--- config.mk ---
export PLATFORM = sky130hd
export DESIGN_NAME = data_sync
export DESIGN_NICKNAME = d
export VERILOG_FILES = /design/src/rtl/data_sync.sv
export SDC_FILE = /design/constraint.sdc
export NUM_CORES = 1
export LEC_CHECK = 0
export BUFFER_PORTS_ARGS = -buffer_cell sky130_fd_sc_hd__buf_2
export CAP_MARGIN = 20
export CORE_MARGIN = 3
export CORE_UTILIZATION = 49
export DETAILED_ROUTE_END_ITERATION = 16
export GPL_ROUTABILITY_DRIVEN = 0
export PLACE_DENSITY = 0.8
export SLEW_MARGIN = 20
export SYNTH_ARGS = -nofsm -noshare
export SYNTH_HDL_FRONTEND = slang
export SYNTH_SLANG_ARGS = --single-unit
--- constraint.sdc ---
create_clock -name clk -period 2.4 [get_ports clk]
set_clock_uncertainty 0.05 [all_clocks]
set_input_delay 0.48 -clock clk [delete_from_list [all_inputs] [get_ports clk]]
set_output_delay 0.48 -clock clk [all_outputs]
set_load 0.01 [all_outputs]
--- src/rtl/data_sync.sv ---
// Multi-flop bus synchronizer: bus_enable crosses through a flop chain, and its
// synchronized rising edge captures the quasi-static source bus. Adds valid/ack, overrun and a capture counter.
module data_sync #(
  parameter int NUM_STAGES = 2,
  parameter int BUS_WIDTH  = 8,
  parameter int CNT_WIDTH  = 8
) (
  input  logic                 clk,
  input  logic                 rst,
  input  logic [BUS_WIDTH-1:0] unsync_bus,
  input  logic                 bus_enable,
  input  logic                 data_ack,
  input  logic                 ovr_clr,
  output logic [BUS_WIDTH-1:0] sync_bus,
  output logic                 enable_pulse,
  output logic                 data_valid,
  output logic                 overrun,
  output logic [CNT_WIDTH-1:0] capture_count
);

  if (NUM_STAGES < 2 || NUM_STAGES > 4) begin : g_bad_stages
    $error("data_sync: NUM_STAGES must be 2..4");
  end

  logic [NUM_STAGES-1:0] sync_stage_q, sync_stage_d;
  logic                  sync_en_d_q;
  logic                  sync_en;
  logic                  en_rise;

  logic [BUS_WIDTH-1:0]  sync_bus_q, sync_bus_d;
  logic                  pulse_q;
  logic                  valid_q, valid_d;
  logic                  ovr_q, ovr_d;
  logic [CNT_WIDTH-1:0]  cnt_q, cnt_d;

  assign sync_en      = sync_stage_q[NUM_STAGES-1];
  assign en_rise      = sync_en & ~sync_en_d_q;
  assign sync_stage_d = {sync_stage_q[NUM_STAGES-2:0], bus_enable};

  always_comb begin
    sync_bus_d = sync_bus_q;
    valid_d    = valid_q;
    ovr_d      = ovr_q;
    cnt_d      = cnt_q;

    // A same-cycle ack retires the old word; the new one stays valid.
    if (en_rise) begin
      sync_bus_d = unsync_bus;
      valid_d    = 1'b1;
      cnt_d      = cnt_q + CNT_WIDTH'(1);
    end else if (data_ack) begin
      valid_d    = 1'b0;
    end

    if (en_rise && valid_q && !data_ack) begin
      ovr_d = 1'b1;
    end else if (ovr_clr) begin
      ovr_d = 1'b0;
    end
  end

  always_ff @(posedge clk or negedge rst) begin
    if (!rst) begin
      sync_stage_q <= '0;
      sync_en_d_q  <= 1'b0;
      sync_bus_q   <= '0;
      pulse_q      <= 1'b0;
      valid_q      <= 1'b0;
      ovr_q        <= 1'b0;
      cnt_q        <= '0;
    end else begin
      sync_stage_q <= sync_stage_d;
      sync_en_d_q  <= sync_en;
      sync_bus_q   <= sync_bus_d;
      pulse_q      <= en_rise;
      valid_q      <= valid_d;
      ovr_q        <= ovr_d;
      cnt_q        <= cnt_d;
    end
  end

  assign sync_bus      = sync_bus_q;
  assign enable_pulse  = pulse_q;
  assign data_valid    = valid_q;
  assign overrun       = ovr_q;
  assign capture_count = cnt_q;

endmodule

==> flow_summary_export.csv <==
group,metric,value,unit
timing,rsz0062_at_grt,"false",
setup_path,slowest_delay,0.46,ns
route,wl_met3,115,um
die,coreArea,1540,um2
outcome,status,"finished, final reports clean",
global_route,antenna_found_initial,0,
power_and_ir_drop,vdd_drop_max,503,uV
synthesis,synth.yosys.seq_area_share,67.1,%
die,num_rows,14,
timing,slew_headroom,67.8,%
timing,finalCritPeriodShare,60.6,%
route,routedWlPerCell,11.7,um
global_route,grt_max_degree,23,
setup_path,cp_num_buf_inv,1,
hold_path,hold_class,"input port to async pin",
setup_path,end_kind,"output pin",
setup_path,arrival,0.93,ns
route,vias,608,
setup_path,worstPathRequired,1.87,ns
timing,tightest_slew,0.483,ns
route,drc,0,
die,io_pins,32,
timing,drv_slew,0,
setup_path,crit_slowest_cell,"dfrtp_1",
route,dr_wl_met2,656,um
setup_path,cp_max_fo,6,
global_route,grt_overflow,0,
clocking,ctsHoldBuffers,0,
final_layout,fillers,132,
clocking,cts.clk_slew.worst_paths,0.11,ns
route,drt-met1-wl,635,um
setup_path,r2r_setup_slack,0.96,ns
placed_design,dp_hpwl,1090,um
global_route,grtUsageTotal,14.7,%
clocking,clkLatencyLatePin,0.30,ns
setup_path,rr_startpoint,"sync_en_d_q$_DFF_PN0_",
timing,max_freq,687,MHz
route,drtIter0Drc,9,
final_layout,finalNetCount,122,
clocking,root_buffer,"clkbuf_4",
run,maxCapViolations,0,
final_layout,area_growth,22.6,%
final_layout,antenna_cells,0,
route,ant_nets,0,
clocking,htreeDepth,1,
setup_path,cpLargestDelayFamily,"flip-flops",
synthesis,postSynthNetCount,88,
clocking,tritoncts,"done",
synthesis,ys_ff_latch,22,
timing,setup_viol,0,
global_route,grt_pass1_wl,2290,um
die,start_util,53.2,%
power_and_ir_drop,leakagePower,0.564,nW
route,firstDrtPassIters,4,
clocking,post_cts_resized,0,
timing,final.setup.tns,0,ns
placed_design,io_buffers,31,
setup_path,path_cells,"buf_2",
clocking,clock_sinks,22,
route,top_layer_used,"met4",
die,dieHeight,46.9,um
route,finalWirelength,1430,um
synthesis,syn_area,821,um2
timing,layout_min_cycle_time,1.46,ns
setup_path,path_class,"register to output pin",
synthesis,synthCells,74,
die,die_w,46.9,um
power_and_ir_drop,finalPower,0.847,mW
synthesis,synth_cell_types,13,
clocking,cts_setup_buffers,0,
setup_path,r2r_cells,4,
synthesis,yosys_warnings,0,
setup_path,start_kind,"register",
global_route,grt_pass1_vias,550,
die,die_area,2200,um2
synthesis,syn-mean-instance-area,11.1,um2
clocking,numCtsBuffers,3,
setup_path,r2r-end,"capture_count[6]$_DFFE_PN0P_",
route,post_drt_via_cell_ratio,4.98,
clocking,clock_path_buffers,2,
final_layout,layout-drive-gt1-share,33.0,%
timing,hold_viol_final,0,
power_and_ir_drop,power.density,842,nW/um2
-- metrics by stage --
step / instances / hold slack [ns] / setup WS [ns] / instance area [um2] / util (%)
2_1_floorplan: 74 / 0.134 / 1.19 / 821 / -
3_3_place_gp: 119 / 0.286 / 0.966 / 983 / 63.8
3_5_place_dp: 119 / 0.286 / 0.950 / 983 / 63.8
4_1_cts: 122 / 0.0812 / 0.926 / 1010 / 65.3
5_1_grt: 122 / 0.0859 / 0.831 / 1010 / 65.3
6_report: 122 / 0.0649 / 0.945 / 1010 / 65.3
-- per-layer routing --
metal / global-route usage (%) / vias to the layer above
met4: 4.97 / 0
met3: 3.45 / 2
li1: - / 301
met1: 19.4 / 279
met5: 0 / -
met2: 23.8 / 26
-- worst register-to-register path, delay by kind of cell (launching register included) --
kind	cells	cell delay, ns
xor gates and xnor gates	1	0.14
and+or+nand+nor	2	0.49
buffers and inverters	1	0.29
DFF	1	0.38
-- power by group --
| group | switching (mW) | internal (mW) | leakage (nW) |
|---|---|---|---|
| Sequential | 0.0628 | 0.433 | 0.275 |
| Combinational | 0.101 | 0.0916 | 0.275 |
| Clock | 0.100 | 0.0585 | 0.0138 |
-- area by class of cell --
| cell class | count | area, um2 | area share [%] |
|---|---|---|---|
| timing repair buffer | 31 | 155 | 15.4 |
| inverter | 2 | 7.51 | 0.746 |
| clock buffer | 3 | 22.5 | 2.24 |
| tap | 16 | 20.0 | 1.99 |
| multi-input combinational | 48 | 250 | 24.9 |
| sequential | 22 | 551 | 54.7 |
-- sequential cells by signal, indices dropped and copies added, names as in the netlist --
| signal | flops |
|---|---|
| sync_stage_q | 2 |
| enable_pulse | 1 |
| data_valid | 1 |
| capture_count | 8 |
| sync_bus | 8 |
| overrun | 1 |
| sync_en_d_q | 1 |
-- cells by family after synthesis --
kind of cell | Yosys count | synth area share (%)
AO/OA/AOI/OAI | 1 | 0.763
flip-flops | 22 | 67.1
adder cells (fa/ha/maj) | 1 | 1.52
AND/OR/NAND/NOR | 39 | 20.7
buffers and inverters | 4 | 2.44
XOR/XNOR | 7 | 7.47
-- placed cells by master, fill, tap and decap left out --
master	n
buf_2	31
nand2b_1	2
and3_1	2
inv_2	1
inv_1	1
and4b_1	1
o22ai_1	1
xnor2_1	7
ha_1	1
nand4_1	3
dfrtp_1	22
nand2_1	31
clkbuf_4	3
-- how the worst max path moves through the flow --
stage,startpoint,end,cells past startpoint
after floorplan,capture_count[0]$_DFFE_PN0P_,capture_count[6]$_DFFE_PN0P_,4
after global placement,sync_en_d_q$_DFF_PN0_,capture_count[6]$_DFFE_PN0P_,4
final,capture_count[0]$_DFFE_PN0P_,capture_count[0],1
after CTS,capture_count[0]$_DFFE_PN0P_,capture_count[0],1
after detailed placement,sync_en_d_q$_DFF_PN0_,capture_count[6]$_DFFE_PN0P_,4
after global routing,sync_en_d_q$_DFF_PN0_,capture_count[6]$_DFFE_PN0P_,4
-- synthesized netlist by cell type --
library cell | number | area [um2]
nand2_1 | 31 | 116
dfrtp_1 | 22 | 551
xnor2_1 | 7 | 61.3
nand4_1 | 3 | 18.8
and3_1 | 2 | 12.5
nand2b_1 | 2 | 12.5
and4b_1 | 1 | 10.0
buf_2 | 1 | 5.00
buf_4 | 1 | 7.51
ha_1 | 1 | 12.5
inv_1 | 1 | 3.75
inv_2 | 1 | 3.75
o22ai_1 | 1 | 6.26
Note: power is estimated with default switching activity, not from simulation.
